**config.mk**
```make
export PLATFORM = sky130hd
export DESIGN_NAME = can_tx_frame_ctrl
export DESIGN_NICKNAME = d
export VERILOG_FILES = /design/src/rtl/can_reg_pkg.sv /design/src/rtl/can_acc_issuer.sv /design/src/rtl/can_tx_frame_ctrl.sv
export SDC_FILE = /design/constraint.sdc
export NUM_CORES = 1
export LEC_CHECK = 0
export CORE_ASPECT_RATIO = 0.75
export CORE_UTILIZATION = 50
export DETAILED_ROUTE_END_ITERATION = 16
export PLACE_DENSITY = 0.79
export SYNTH_ARGS = -nofsm -noshare
export SYNTH_HDL_FRONTEND = slang
export SYNTH_HIERARCHICAL = 1
export SYNTH_SLANG_ARGS = --single-unit
```
**constraint.sdc**
```tcl
create_clock -name sys_clk -period 15.7 [get_ports sys_clk]
set_clock_uncertainty 0.1 [all_clocks]
set_input_delay 4.71 -clock sys_clk [delete_from_list [all_inputs] [get_ports sys_clk]]
set_output_delay 4.71 -clock sys_clk [all_outputs]
set_load 0.02 [all_outputs]
```
**src/rtl/can_reg_pkg.sv**
```systemverilog
// Shared definitions for the SJA1000-style (BasicCAN) command sequencer:
// register map, status bit positions, access select codes, the FSM state
// encoding and the access request record passed to the access issuer.
package can_reg_pkg;

  localparam logic [7:0] CR_ADDR   = 8'd0;
  localparam logic [7:0] CMR_ADDR  = 8'd1;
  localparam logic [7:0] SR_ADDR   = 8'd2;
  localparam logic [7:0] ACR_ADDR  = 8'd4;
  localparam logic [7:0] AMR_ADDR  = 8'd5;
  localparam logic [7:0] BTR0_ADDR = 8'd6;
  localparam logic [7:0] BTR1_ADDR = 8'd7;
  localparam logic [7:0] OCR_ADDR  = 8'd8;
  localparam logic [7:0] TXB_ADDR  = 8'd10;

  localparam int SR_TBS_BIT = 2;

  localparam logic [1:0] NO_SEL = 2'b00;
  localparam logic [1:0] WR_SEL = 2'b01;
  localparam logic [1:0] RD_SEL = 2'b10;

  typedef enum logic [2:0] {
    ST_INIT, ST_IDLE, ST_POLL, ST_TXBUF, ST_CMD, ST_DONE
  } state_t;

  typedef struct packed {
    logic [1:0] sel;
    logic [7:0] addr;
    logic [7:0] data;
  } acc_req_t;

  // Data bytes actually sent: none for remote frames, DLC 9..15 clamps to 8.
  function automatic logic [3:0] nbytes_of(input logic rtr, input logic [3:0] dlc);
    if (rtr) return 4'd0;
    return (dlc > 4'd8) ? 4'd8 : dlc;
  endfunction

endpackage

```
**src/rtl/can_acc_issuer.sv**
```systemverilog
// Single-access issuer towards the CAN bus master.
// start/sel/addr/wdata : access request, taken when free
// req, req_sel/addr/data: one-cycle request pulse; sel/addr/data held for
//                         the ACC_GAP-cycle window, then cleared
// rd_addr/rd_data/rd_valid: read-back from the bus master
// free    : a new request may be taken this cycle
// done    : last cycle of the current access window
// rdata   : read data (valid with done on a matched read)
// timeout : read window ended without a matching read-back
module can_acc_issuer
  import can_reg_pkg::*;
#(
  parameter int ACC_GAP = 8
) (
  input  logic       clk,
  input  logic       rst,
  input  logic       start,
  input  logic [1:0] sel,
  input  logic [7:0] addr,
  input  logic [7:0] wdata,
  input  logic [7:0] rd_addr,
  input  logic [7:0] rd_data,
  input  logic       rd_valid,
  output logic       req,
  output logic [1:0] req_sel,
  output logic [7:0] req_addr,
  output logic [7:0] req_data,
  output logic       free,
  output logic       done,
  output logic [7:0] rdata,
  output logic       timeout
);

  localparam int CW = (ACC_GAP > 2) ? $clog2(ACC_GAP) : 1;
  localparam logic [CW-1:0] LAST = CW'(ACC_GAP - 1);

  logic          active;
  logic          is_rd;
  logic          matched;
  logic [CW-1:0] cnt;
  logic [7:0]    rbuf;
  logic          hit;

  assign done    = active && (cnt == LAST);
  // Back-to-back accesses: a new request may start in the closing cycle.
  assign free    = !active || done;
  assign hit     = active && is_rd && rd_valid && (rd_addr == req_addr);
  // A match landing in the closing cycle is forwarded straight through.
  assign rdata   = matched ? rbuf : rd_data;
  assign timeout = done && is_rd && !(matched || hit);

  always_ff @(posedge clk) begin
    if (rst) begin
      active   <= 1'b0;
      is_rd    <= 1'b0;
      matched  <= 1'b0;
      cnt      <= '0;
      rbuf     <= '0;
      req      <= 1'b0;
      req_sel  <= NO_SEL;
      req_addr <= '0;
      req_data <= '0;
    end else begin
      req <= 1'b0;
      if (hit && !matched) begin
        matched <= 1'b1;
        rbuf    <= rd_data;
      end
      if (start && free) begin
        active   <= 1'b1;
        cnt      <= '0;
        req      <= 1'b1;
        req_sel  <= sel;
        req_addr <= addr;
        req_data <= wdata;
        is_rd    <= (sel == RD_SEL);
        matched  <= 1'b0;
      end else if (done) begin
        active   <= 1'b0;
        is_rd    <= 1'b0;
        req_sel  <= NO_SEL;
        req_addr <= '0;
        req_data <= '0;
      end else if (active) begin
        cnt <= cnt + 1'b1;
      end
    end
  end

endmodule

```
**src/rtl/can_tx_frame_ctrl.sv**
```systemverilog
// CAN TX frame command sequencer (BasicCAN mode).
// Programs the controller after reset, then for every frame accepted on the
// valid/ready port polls SR until TBS, writes the TX buffer and issues the
// transmit command through can_acc_issuer.
// Ports: sys_clk/sys_reset (sync, active high); i_tx_* frame in, o_tx_ready;
// o_can_* access request out, i_can_rd_* read-back in; o_init_done level;
// o_tx_done / o_err_timeout one-cycle pulses.
module can_tx_frame_ctrl
  import can_reg_pkg::*;
#(
  parameter int         ACC_GAP  = 8,
  parameter int         POLL_MAX = 255,
  parameter logic [7:0] ACR_VAL  = 8'h00,
  parameter logic [7:0] AMR_VAL  = 8'hFF,
  parameter logic [7:0] BTR0_VAL = 8'h00,
  parameter logic [7:0] BTR1_VAL = 8'h14,
  parameter logic [7:0] OCR_VAL  = 8'hDA
) (
  input  logic        sys_clk,
  input  logic        sys_reset,
  input  logic        i_tx_valid,
  output logic        o_tx_ready,
  input  logic [10:0] i_tx_id,
  input  logic        i_tx_rtr,
  input  logic [3:0]  i_tx_dlc,
  input  logic [63:0] i_tx_data,
  output logic [1:0]  o_can_wr_sel,
  output logic [7:0]  o_can_wr_addr,
  output logic [7:0]  o_can_data,
  output logic        o_can_data_valid,
  input  logic [7:0]  i_can_rd_addr,
  input  logic [7:0]  i_can_rd_data,
  input  logic        i_can_rd_valid,
  output logic        o_init_done,
  output logic        o_tx_done,
  output logic        o_err_timeout
);

  localparam logic [7:0] POLL_LAST = 8'(POLL_MAX - 1);

  state_t      state, state_n;
  logic [3:0]  idx, idx_n;
  logic [7:0]  poll_cnt, poll_n;
  logic        init_done_n, tx_done_n, err_n, cap;
  logic [10:0] f_id;
  logic        f_rtr;
  logic [3:0]  f_dlc, f_nbytes;
  logic [63:0] f_data;
  logic [3:0]  boff;
  acc_req_t    acc;
  logic        start, acc_free, acc_done, acc_timeout;
  logic [7:0]  acc_rdata;

  assign o_tx_ready = (state == ST_IDLE) && o_init_done;

  always_ff @(posedge sys_clk) begin
    if (sys_reset) begin
      state         <= ST_INIT;
      idx           <= '0;
      poll_cnt      <= '0;
      o_init_done   <= 1'b0;
      o_tx_done     <= 1'b0;
      o_err_timeout <= 1'b0;
      f_id          <= '0;
      f_rtr         <= 1'b0;
      f_dlc         <= '0;
      f_nbytes      <= '0;
      f_data        <= '0;
    end else begin
      state         <= state_n;
      idx           <= idx_n;
      poll_cnt      <= poll_n;
      o_init_done   <= init_done_n;
      o_tx_done     <= tx_done_n;
      o_err_timeout <= err_n;
      if (cap) begin
        f_id     <= i_tx_id;
        f_rtr    <= i_tx_rtr;
        f_dlc    <= i_tx_dlc;
        f_nbytes <= nbytes_of(i_tx_rtr, i_tx_dlc);
        f_data   <= i_tx_data;
      end
    end
  end

  always_comb begin
    state_n     = state;
    idx_n       = idx;
    poll_n      = poll_cnt;
    init_done_n = o_init_done;
    tx_done_n   = 1'b0;
    err_n       = 1'b0;
    cap         = 1'b0;
    case (state)
      ST_INIT: if (acc_done) begin
        if (idx == 4'd6) begin
          state_n     = ST_IDLE;
          idx_n       = '0;
          init_done_n = 1'b1;
        end else begin
          idx_n = idx + 4'd1;
        end
      end
      ST_IDLE: if (i_tx_valid && o_tx_ready) begin
        cap     = 1'b1;
        state_n = ST_POLL;
        poll_n  = '0;
        idx_n   = '0;
      end
      ST_POLL: if (acc_done) begin
        if (acc_timeout) begin
          err_n   = 1'b1;
          state_n = ST_IDLE;
        end else if (acc_rdata[SR_TBS_BIT]) begin
          state_n = ST_TXBUF;
          idx_n   = '0;
        end else if (poll_cnt == POLL_LAST) begin
          err_n   = 1'b1;
          state_n = ST_IDLE;
        end else begin
          poll_n = poll_cnt + 8'd1;
        end
      end
      // idx 0/1 are the two ID bytes, idx 2+k is data byte k.
      ST_TXBUF: if (acc_done) begin
        if (idx == 4'd1 + f_nbytes) state_n = ST_CMD;
        else                        idx_n   = idx + 4'd1;
      end
      ST_CMD: if (acc_done) begin
        state_n   = ST_DONE;
        tx_done_n = 1'b1;
      end
      ST_DONE: state_n = ST_IDLE;
      default: state_n = ST_INIT;
    endcase

    // The request is built from the next state so a following access can
    // launch in the closing cycle of the current window.
    boff = idx_n - 4'd2;
    acc  = '{sel: WR_SEL, addr: CR_ADDR, data: 8'h00};
    case (state_n)
      ST_INIT: case (idx_n)
        4'd0:    acc = '{sel: WR_SEL, addr: CR_ADDR,   data: 8'h01};
        4'd1:    acc = '{sel: WR_SEL, addr: ACR_ADDR,  data: ACR_VAL};
        4'd2:    acc = '{sel: WR_SEL, addr: AMR_ADDR,  data: AMR_VAL};
        4'd3:    acc = '{sel: WR_SEL, addr: BTR0_ADDR, data: BTR0_VAL};
        4'd4:    acc = '{sel: WR_SEL, addr: BTR1_ADDR, data: BTR1_VAL};
        4'd5:    acc = '{sel: WR_SEL, addr: OCR_ADDR,  data: OCR_VAL};
        default: acc = '{sel: WR_SEL, addr: CR_ADDR,   data: 8'h00};
      endcase
      ST_POLL:  acc = '{sel: RD_SEL, addr: SR_ADDR, data: 8'h00};
      ST_TXBUF: begin
        acc.sel  = WR_SEL;
        acc.addr = TXB_ADDR + {4'b0000, idx_n};
        if (idx_n == 4'd0)      acc.data = f_id[10:3];
        else if (idx_n == 4'd1) acc.data = {f_id[2:0], f_rtr, f_dlc};
        else                    acc.data = f_data[{boff[2:0], 3'b000} +: 8];
      end
      ST_CMD:   acc = '{sel: WR_SEL, addr: CMR_ADDR, data: 8'h01};
      default:  acc = '{sel: WR_SEL, addr: CR_ADDR, data: 8'h00};
    endcase
    start = acc_free && (state_n inside {ST_INIT, ST_POLL, ST_TXBUF, ST_CMD});
  end

  can_acc_issuer #(.ACC_GAP(ACC_GAP)) u_issuer (
    .clk      (sys_clk),
    .rst      (sys_reset),
    .start    (start),
    .sel      (acc.sel),
    .addr     (acc.addr),
    .wdata    (acc.data),
    .rd_addr  (i_can_rd_addr),
    .rd_data  (i_can_rd_data),
    .rd_valid (i_can_rd_valid),
    .req      (o_can_data_valid),
    .req_sel  (o_can_wr_sel),
    .req_addr (o_can_wr_addr),
    .req_data (o_can_data),
    .free     (acc_free),
    .done     (acc_done),
    .rdata    (acc_rdata),
    .timeout  (acc_timeout)
  );

endmodule

```
==> impl_metrics.py <==
metrics = {
    "timing": {
        "min_period_over_period_pct": 62.40,
        "drv_slew": 0,
        "finalSetupViolCount": 0,
        "grt_setup_unrepaired": "no",
        "setup-tns-final_ns": 0,
        "setup_ws_ns": 5.904,
        "timing.fmax_mhz": 102.1,
        "min_period_ns": 9.796,
        "hold_slack_ns": 0.3516,
        "finalHoldViolCount": 0,
        "tightest_slew_ns": 1.017,
        "slew_headroom_pct": 32.17,
    },
    "worst_setup_path": {
        "cp_top_family": "simple AND/OR/NAND/NOR gates",
        "cp_data_arrival_time_ns": 9.99,
        "path_cells": "clkdlybuf4s50_1 > xor2_1 > nor4_2 > a31oi_1 > and3_1 > nand3b_1 > a22o_1 > o21ai_0 > o311ai_2 > nor2_4 > inv_4 > ha_1 > inv_1 > mux4_2 > mux2i_1 > o211ai_1 > a22o_1",
        "timing.rr.start": "u_issuer/cnt[0]$_SDFFE_PP0P_",
        "r2r_end": "u_issuer/req_data[3]$_SDFFE_PP0P_",
        "cp_max_fo": 18,
        "path_buf_inv": 3,
        "critical_path_class": "primary input to flip-flop",
        "critical_path.endpoint_type": "flip-flop",
        "critPathSlowestCell": "ha_1",
        "r2r.worst_path.cells": 16,
        "reg2reg_slack_ns": 10.08,
        "crit_top_cell": "a22o_1",
        "cp-start-kind": "primary input",
        "max_stage_delay_ns": 0.81,
        "worst_ep_required_time_ns": 15.90,
    },
    "synth": {
        "syn_area_per_cell_um2": 8.311,
        "ys.warnings.count": 6,
        "syn_inst": 738,
        "syn_area_um2": 6133,
    },
    "placement": {
        "pre_cts_ws_ns": 5.509,
        "hpwl_um": 11750,
        "numPortBuffers": 115,
        "gp_congestion": 0.8824,
        "placed_area_um2": 7286,
    },
    "worst_hold_path": {
        "hold_end": "f_data[33]$_SDFFE_PP0P_",
        "whs_path_depth": 2,
        "hold_path.class": "flip-flop to flip-flop",
        "hold_path.startpoint": "f_data[33]$_SDFFE_PP0P_",
    },
    "run": {
        "drv_cap": 0,
    },
    "die": {
        "start_util_pct": 52.05,
        "die_w_um": 129.9,
        "core_um2": 11780,
        "die_h_um": 97.92,
        "die-area_um2": 12720,
        "io_pins": 123,
        "rows": 34,
    },
    "detailed_routing": {
        "vias": 5710,
        "antenna_left": 0,
        "wl_per_cell_um": 16.69,
        "drt_wl_total_um": 16700,
        "route.detailed.drc": 0,
        "drt-initial-drc-count": 404,
        "drtPass1Iterations": 7,
        "vias_per_cell": 5.704,
    },
    "cts": {
        "cts_tree": "built",
        "clkSinkCount": 128,
        "clockRootBuffer": "clkbuf_16",
        "path_clk_slew_ns": 0.06,
        "clk-insertion-delay-late_ns": 0.41,
        "cts_inserted_buffers": 17,
        "cts_hold_buf": 0,
        "postCtsSetupRepairBufs": 0,
        "cts_resized": 0,
        "htreeDepth": 4,
        "clockBufferDepth": 2,
    },
    "cells_and_area": {
        "layout_commonest_cell": "nand2_1",
        "area_growth_pct": 28.62,
        "multi_input_area_um2": 3306,
        "fillCellCount": 993,
        "mostFrequentLayoutCells": "nand2_1, dfxtp_1, clkdlybuf4s50_1",
        "antenna_cells": 0,
        "nets": 934,
        "drive_gt1_share_pct": 8.820,
        "regArea_um2": 2562,
        "design_area_um2": 7889,
    },
    "global_routing": {
        "antenna_found_initial": 1,
        "grt_first_pass_wirelength_um": 26680,
        "grt_pass1_vias": 5317,
        "grt.overflow.total": 0,
        "grt_max_degree": 101,
        "grt_usage_pct": 27.24,
    },
    "power_and_ir_drop": {
        "vdd_ir_drop_max_mv": 0.07920,
        "power.density_nw_per_um2": 97.76,
        "p_leak_nw": 2.736,
    },
    "outcome": {
        "status": "complete, no violations",
    },
}
[worst reg2reg max path, cell delays in order, from the launching register on]
cell and delay (ns):
dfxtp_1 0.32, ha_1 0.20, ha_1 0.24, and2_1 0.37, and3_1 0.30, nand3b_1 0.27
a22o_1 0.30, o21ai_0 0.21, o311ai_2 0.16, nor2_4 0.47, inv_4 0.22, ha_1 0.82
inv_1 0.49, mux4_2 0.41, mux2i_1 0.27, o211ai_1 0.15, a22o_1 0.23
[where the power goes]
group / total (W) / switching, W / internal [W]
registers: 0.000328 / 0.00000139 / 0.000327
logic: 0.0000426 / 0.0000169 / 0.0000257
clock network: 0.000401 / 0.000147 / 0.000254
total: 0.000771 / 0.000165 / 0.000606
[routing by layer]
layer  part of all wire [%]  up-vias  global-route usage, %
li1                       -     2759                      -
met1                     47     2730                  39.10
met2                     45      203                  41.67
met3                    6.6       18                  5.425
met4                    1.1        0                  7.156
met5                      0        -                      0
[sequential cells by signal (all words and copies together), names as in the netlist, 2 cells and up]
name               flops
poll_cnt               8
f_nbytes               4
f_data                64
u_issuer/req_data      8
idx                    4
u_issuer/req_addr      8
u_issuer/cnt           3
u_issuer/req_sel       2
f_id                  11
state                  3
f_dlc                  4
[area by class of cell]
cell class	instances	share of cell area (%)
tap	162	2.569
sequential	128	32.48
timing repair buffer	118	14.85
inverter	11	0.5551
clock buffer	19	5.615
multi-input combinational	550	41.90
clock inverter	13	2.030
[worst max path at each step]
| stage | startpoint | endpoint | slack (ns) | cells past startpoint |
|---|---|---|---|---|
| final | i_can_rd_addr[2] | u_issuer/req_data[3]$_SDFFE_PP0P_ | 5.90 | 17 |
| after global routing | i_can_rd_addr[2] | u_issuer/req_data[3]$_SDFFE_PP0P_ | 5.61 | 17 |
| after CTS | i_can_rd_addr[2] | u_issuer/req_data[3]$_SDFFE_PP0P_ | 5.93 | 17 |
| after detailed placement | i_can_rd_addr[2] | u_issuer/req_data[3]$_SDFFE_PP0P_ | 5.51 | 17 |
| after global placement | i_can_rd_addr[2] | u_issuer/req_data[3]$_SDFFE_PP0P_ | 5.61 | 17 |
| after floorplan | i_can_rd_addr[2] | u_issuer/req_data[4]$_SDFFE_PP0P_ | 6.93 | 19 |
[metrics by stage]
stage	total power (W)	cells	utilization, %
6_report	0.0007712	1001	66.95
5_1_grt	0.0007951	1001	66.95
4_1_cts	0.0007748	1001	66.95
3_5_place_dp	0.0003773	969	61.83
3_3_place_gp	0.0003767	969	61.83
2_1_floorplan	0.0003484	740	-
Power figures use the tool's default switching activity.
